--- config.mk ---
export PLATFORM = sky130hd
export DESIGN_NAME = mul_share_arbiter
export DESIGN_NICKNAME = d
export VERILOG_FILES = /design/src/rtl/cpu_types_pkg.sv /design/src/rtl/rr_pick.sv /design/src/rtl/mul_share_arbiter.sv
export SDC_FILE = /design/constraint.sdc
export NUM_CORES = 1
export LEC_CHECK = 0
export ABC_AREA = 1
export CAP_MARGIN = 25
export CORE_MARGIN = 3
export CORE_UTILIZATION = 40
export CTS_CLUSTER_DIAMETER = 40
export CTS_CLUSTER_SIZE = 25
export DETAILED_ROUTE_END_ITERATION = 8
export HOLD_SLACK_MARGIN = 0.05
export PLACE_DENSITY = 0.86
export REMOVE_ABC_BUFFERS = 1
export SLEW_MARGIN = 20
export SYNTH_ARGS = -nofsm -noshare
export SYNTH_HDL_FRONTEND = slang
export SYNTH_HIERARCHICAL = 1
export SYNTH_SLANG_ARGS = --single-unit
--- constraint.sdc ---
create_clock -name clk -period 6.1 [get_ports clk]
set_input_delay 1.83 -clock clk [delete_from_list [all_inputs] [get_ports clk]]
set_output_delay 1.83 -clock clk [all_outputs]
set_load 0.005 [all_outputs]
--- src/rtl/cpu_types_pkg.sv ---
// Shared CPU type definitions: multiplier opcodes and the multiplier-share arbiter states.
package cpu_types_pkg;

   typedef enum logic [2:0] {
      MUL_NONE = 3'd0,
      MUL      = 3'd1,
      MULH     = 3'd2,
      MULHSU   = 3'd3,
      MULHU    = 3'd4
   } riscv_mul_op_e;

   typedef enum logic [2:0] {
      S_IDLE  = 3'd0,
      S_ISSUE = 3'd1,
      S_WAIT  = 3'd2,
      S_RESP  = 3'd3,
      S_DRAIN = 3'd4
   } mul_arb_state_e;

endpackage

--- src/rtl/rr_pick.sv ---
// Combinational round-robin picker: first set bit of valid at or after ptr, wrapping.
// Zero latency; any_grant is low when no bit of valid is set.
module rr_pick #(
   parameter int N = 2,
   parameter int W = $clog2(N)
) (
   input  logic [N-1:0] valid,
   input  logic [W-1:0] ptr,
   output logic [W-1:0] grant,
   output logic         any_grant
);

   logic [N-1:0] rotated;
   int           pos;

   // rotated[k] is valid[(ptr + k) mod N]
   assign rotated = N'({valid, valid} >> ptr);

   always_comb begin
      grant     = '0;
      any_grant = 1'b0;
      pos       = 0;
      for (int k = N - 1; k >= 0; k--) begin
         if (rotated[k]) begin
            pos       = int'(ptr) + k;
            any_grant = 1'b1;
         end
      end
      if (pos >= N) pos = pos - N;
      grant = W'(pos);
   end

endmodule

--- src/rtl/mul_share_arbiter.sv ---
// Round-robin share of one non-pipelined multiplier; one job in flight, result returned only to its owner.
// Grant->mul_in_valid 1 cycle, mul_out_valid->resp_valid 1 cycle; the result is held until the owner takes or flushes it.
module mul_share_arbiter
   import cpu_types_pkg::*;
#(
   parameter int NUM_REQ = 2
) (
   input  logic                     clk,
   input  logic                     rst,
   input  logic [NUM_REQ-1:0]       req_valid,
   output logic [NUM_REQ-1:0]       req_ready,
   input  logic [NUM_REQ-1:0][31:0] req_a,
   input  logic [NUM_REQ-1:0][31:0] req_b,
   input  riscv_mul_op_e            req_op [NUM_REQ],
   input  logic [NUM_REQ-1:0]       req_flush,
   output logic [NUM_REQ-1:0]       resp_valid,
   input  logic [NUM_REQ-1:0]       resp_ready,
   output logic [31:0]              resp_data,
   output logic                     mul_in_valid,
   input  logic                     mul_in_ready,
   output logic [31:0]              mul_a,
   output logic [31:0]              mul_b,
   output riscv_mul_op_e            mul_op,
   input  logic                     mul_out_valid,
   output logic                     mul_out_ready,
   input  logic [31:0]              mul_out_data
);

   localparam int ID_W = $clog2(NUM_REQ);

   mul_arb_state_e     state;
   logic [ID_W-1:0]    rr_ptr;
   logic [ID_W-1:0]    owner;
   logic [ID_W-1:0]    grant;
   logic               any_grant;
   logic [NUM_REQ-1:0] eligible;
   logic               own_flush;
   logic               own_resp_ready;

   // A requester flushing this cycle is never granted
   assign eligible       = req_valid & ~req_flush;
   assign own_flush      = req_flush[owner];
   assign own_resp_ready = resp_ready[owner];

   rr_pick #(
      .N (NUM_REQ),
      .W (ID_W)
   ) u_pick (
      .valid     (eligible),
      .ptr       (rr_ptr),
      .grant     (grant),
      .any_grant (any_grant)
   );

   assign mul_in_valid  = (state == S_ISSUE);
   assign mul_out_ready = (state == S_WAIT) || (state == S_DRAIN);

   // req_ready is gated by rst so nothing is accepted while reset is held
   always_comb begin
      req_ready  = '0;
      resp_valid = '0;
      if (rst && (state == S_IDLE) && any_grant) req_ready[grant] = 1'b1;
      if (state == S_RESP) resp_valid[owner] = 1'b1;
   end

   always_ff @(posedge clk or negedge rst) begin
      if (!rst) begin
         state     <= S_IDLE;
         rr_ptr    <= '0;
         owner     <= '0;
         mul_a     <= '0;
         mul_b     <= '0;
         mul_op    <= MUL_NONE;
         resp_data <= '0;
      end else begin
         case (state)
            S_IDLE: begin
               if (any_grant) begin
                  owner  <= grant;
                  mul_a  <= req_a[grant];
                  mul_b  <= req_b[grant];
                  mul_op <= req_op[grant];
                  rr_ptr <= (grant == ID_W'(NUM_REQ - 1)) ? '0 : grant + ID_W'(1);
                  state  <= S_ISSUE;
               end
            end
            S_ISSUE: begin
               // Once the multiplier has taken the job its result must still be drained
               if (own_flush)         state <= mul_in_ready ? S_DRAIN : S_IDLE;
               else if (mul_in_ready) state <= S_WAIT;
            end
            S_WAIT: begin
               if (own_flush) begin
                  state <= mul_out_valid ? S_IDLE : S_DRAIN;
               end else if (mul_out_valid) begin
                  resp_data <= mul_out_data;
                  state     <= S_RESP;
               end
            end
            S_DRAIN: begin
               if (mul_out_valid) state <= S_IDLE;
            end
            S_RESP: begin
               if (own_flush || own_resp_ready) state <= S_IDLE;
            end
            default: state <= S_IDLE;
         endcase
      end
   end

   assert property (@(posedge clk) disable iff (!rst) $onehot0(req_ready));
   assert property (@(posedge clk) disable iff (!rst) $onehot0(resp_valid));
   assert property (@(posedge clk) disable iff (!rst)
      (mul_in_valid && !mul_in_ready && !own_flush) |=>
      (mul_in_valid && $stable(mul_a) && $stable(mul_b) && $stable(mul_op)));

endmodule

==> results.sh <==
export IMPL_drive_above_1_share_pct=4.02
export IMPL_pin_count=281
export IMPL_finalSetupViolCount=0
export IMPL_final_core_utilization_pct=70.0
export IMPL_floorplan_die_width_microns=112
export IMPL_tritoncts="yes"
export IMPL_startpoint_type="input port"
export IMPL_synth_yosys_seq_area_share_pct=57.7
export IMPL_buffer_cell_driving_the_clock_tree_root="clkbuf_16"
export IMPL_timing_critical_path_cells="clkdlybuf4s50_1, inv_1, nor2_1, or2_1, nand3_4, inv_2, nand2_1, nor2_1, clkdlybuf4s50_1"
export IMPL_worst_setup_path_type="in2out"
export IMPL_final_cell_mix="clkdlybuf4s50_1 (279), nand2_1 (215), dfrtp_1 (104), a22oi_1 (67), o21ai_0 (26)"
export IMPL_synth_warning_count=6
export IMPL_cts_buffers_inserted=9
export IMPL_min_delay_path_depth=2
export IMPL_seq_area_sq_mm=0.00260
export IMPL_power_leakage_nw=3.49
export IMPL_num_nets_final=943
export IMPL_rsz_0062_raised_after_global_routing="false"
export IMPL_clk_latency_ns=0.34
export IMPL_vdd_ir_drop_max_uv=215
export IMPL_number_of_iterations_in_the_first_detailed_routing_pass=5
export IMPL_worst_ep_arrival_time_ns=3.67
export IMPL_setup_total_neg_slack_ns=0
export IMPL_post_synthesis_area_per_instance_sq_um=9.02
export IMPL_via_count_of_the_first_global_routing_pass=4985
export IMPL_critPathSlowestCell="clkdlybuf4s50_1"
export IMPL_synth_area_sq_mm=0.00451
export IMPL_max_slew_worst_pin_slew_ns=0.782
export IMPL_min_period_over_period_pct=90.2
export IMPL_min_delay_worst_endpoint="resp_data[27]"
export IMPL_avgRoutedWirePerCell_microns=18.1
export IMPL_initialDrtViolationCount=371
export IMPL_yosysTopAreaCellShare_pct=57.7
export IMPL_detail_route_antenna_nets=0
export IMPL_post_cts_repair_setup_buffers=0
export IMPL_pwr_density_mw_per_mm2=415
export IMPL_port_buffers=280
export IMPL_reg2reg_path_depth=7
export IMPL_synth_top_cells_by_area="dfrtp_1 (58%), nand2_1 (18%), a22oi_1 (11%), o21ai_0 (2.9%), buf_4 (1.3%)"
export IMPL_ys_seq_elements=104
export IMPL_cts_hold_buffers=0
export IMPL_syn_inst=500
export IMPL_max_cap_viol_count=0
export IMPL_grt_pass1_wl_mm=26.1
export IMPL_grt_max_degree=68
export IMPL_antennaDiodeCount=0
export IMPL_layout_commonest_cell="clkdlybuf4s50_1"
export IMPL_worstPathMaxFanout=11
export IMPL_area_used_by_multi_input_combinational_logic_sq_mm=0.00167
export IMPL_cp_buf_inv_count=4
export IMPL_hpwl_mm=12.2
export IMPL_path_delay_family="buffers and inverters"
export IMPL_die_area_sq_mm=0.0126
export IMPL_antenna_found_initial=0
export IMPL_worst_hold_path_type="reg2reg"
export IMPL_timing_fmax_ghz=0.182
export IMPL_end_kind="output pin"
export IMPL_core_area_sq_mm=0.0109
export IMPL_timing_final_ws_setup_ns=0.597
export IMPL_cts_num_sinks=104
export IMPL_die_y_microns=112
export IMPL_clock_transition_at_the_register_clock_pins_on_the_worst_setup_and_hold_paths_after_cts_ns=0.07
export IMPL_rr_endpoint="resp_data[11]"
export IMPL_initial_core_utilization_pct=41.2
export IMPL_hold_viol=0
export IMPL_drv_slew=0
export IMPL_holdCritStartpoint="resp_data[27]"
export IMPL_cts_max_path_buffers=2
export IMPL_wl_final_mm=16.5
export IMPL_run_status="finished, final reports clean"
export IMPL_worstPathRequired_ns=4.27
export IMPL_netlist_cell_type_count=23
export IMPL_gr_usage_all_layers_pct=26.2
export IMPL_drc=0
export IMPL_n_fill_cell=850
export IMPL_regToRegStartpoint="state[2]"
export IMPL_htree_num_levels=3
export IMPL_slew_headroom_pct=47.8
export IMPL_setup_slack_at_placement_ns=0.618
export IMPL_rows=38
export IMPL_crit_path_max_incr_delay_ns=0.50
export IMPL_dr_total_vias=4729
export IMPL_layout_min_cycle_time_ns=5.50
export IMPL_finalNonFillerCells=912
export IMPL_reg2reg_slack_ns=4.02
export IMPL_fin_skew_ns=0.00450
export IMPL_postCtsResizedCells=0
export IMPL_synth_area_leader_cell="dfrtp_1"
export IMPL_gpl_congestion=0.960
export IMPL_total_instance_count_after_detailed_placement=895
export IMPL_via_density_per_instance=5.19
export IMPL_grt_remaining_overflow=0
export IMPL_syn_to_final_growth_pct=69.7
[tightest hold or removal path: stages (launching register included)]
cell	delay, ns
dfrtp_1	0.34
o21ai_1	0.06
nand2_1	0.05
[where the power goes]
| group | switching (mW) | total, mW | internal (mW) |
|---|---|---|---|
| logic | 0.612 | 1.45 | 0.835 |
| registers | 0.193 | 1.20 | 1.00 |
| clock network | 0.247 | 0.533 | 0.286 |
| total | 1.05 | 3.18 | 2.12 |
[final cells by class]
cell class	instances	area share (%)
multi-input combinational	348	21.9
clock buffer	12	3.22
inverter	18	0.883
tap	140	2.29
clock inverter	4	0.262
timing repair buffer	286	37.5
sequential	104	34.0
[how the worst max path moves through the flow]
| stage | startpoint | cells past startpoint | end | slack (ns) |
|---|---|---|---|---|
| floorplan | req_valid[1] | 7 | req_ready[0] | 0.06 |
| global placement | req_valid[1] | 9 | req_ready[1] | 0.72 |
| detailed placement | req_valid[0] | 9 | req_ready[1] | 0.62 |
| CTS | req_valid[0] | 9 | req_ready[1] | 0.61 |
| global route | req_valid[0] | 9 | req_ready[1] | 0.48 |
| finish | req_valid[0] | 9 | req_ready[1] | 0.60 |
[registers in the layout, summed over array words and instances, names as in the netlist]
| register | count |
|---|---|
| mul_a | 32 |
| mul_b | 32 |
| resp_data | 32 |
| mul_op | 3 |
| state | 3 |
| owner | 1 |
| rr_ptr | 1 |
[stage by stage]
stage          cell area [sq um]  hold WS, ns  total power, mW
2_1_floorplan               4340        0.450             1.69
3_3_place_gp                7350        0.465             2.58
5_1_grt                     7650        0.505             3.38
6_report                    7650        0.488             3.18
3_5_place_dp                7370        0.475             2.65
4_1_cts                     7630        0.484             3.20
[routing by layer]
layer / part of all wire [%] / GRT usage (%) / up-vias
met5: 0 / 0 / -
met4: 3.6 / 11.9 / 0
met3: 5.9 / 4.20 / 41
met2: 53 / 46.6 / 222
met1: 38 / 31.0 / 2280
li1: - / - / 2186
[Yosys cell counts, drive strengths merged]
master	number
nand2	216
dfrtp	104
a22oi	67
o21ai	33
buf	20
inv	18
nor2	16
clkbuf	10
nand3	8
a21oi	2
nand4	2
nor3	2
nand3b	1
or2	1
[kinds of logic (layout without fill, tap and decap cells)]
kind of cell,count (synthesis),after routing,synth area share (%)
and+or+nand+nor,246,246,22.0
DFF,104,104,57.7
AOI/OAI and AO/OA,102,102,15.0
buffers and inverters,48,320,5.27
Power figures use the tool's default switching activity.
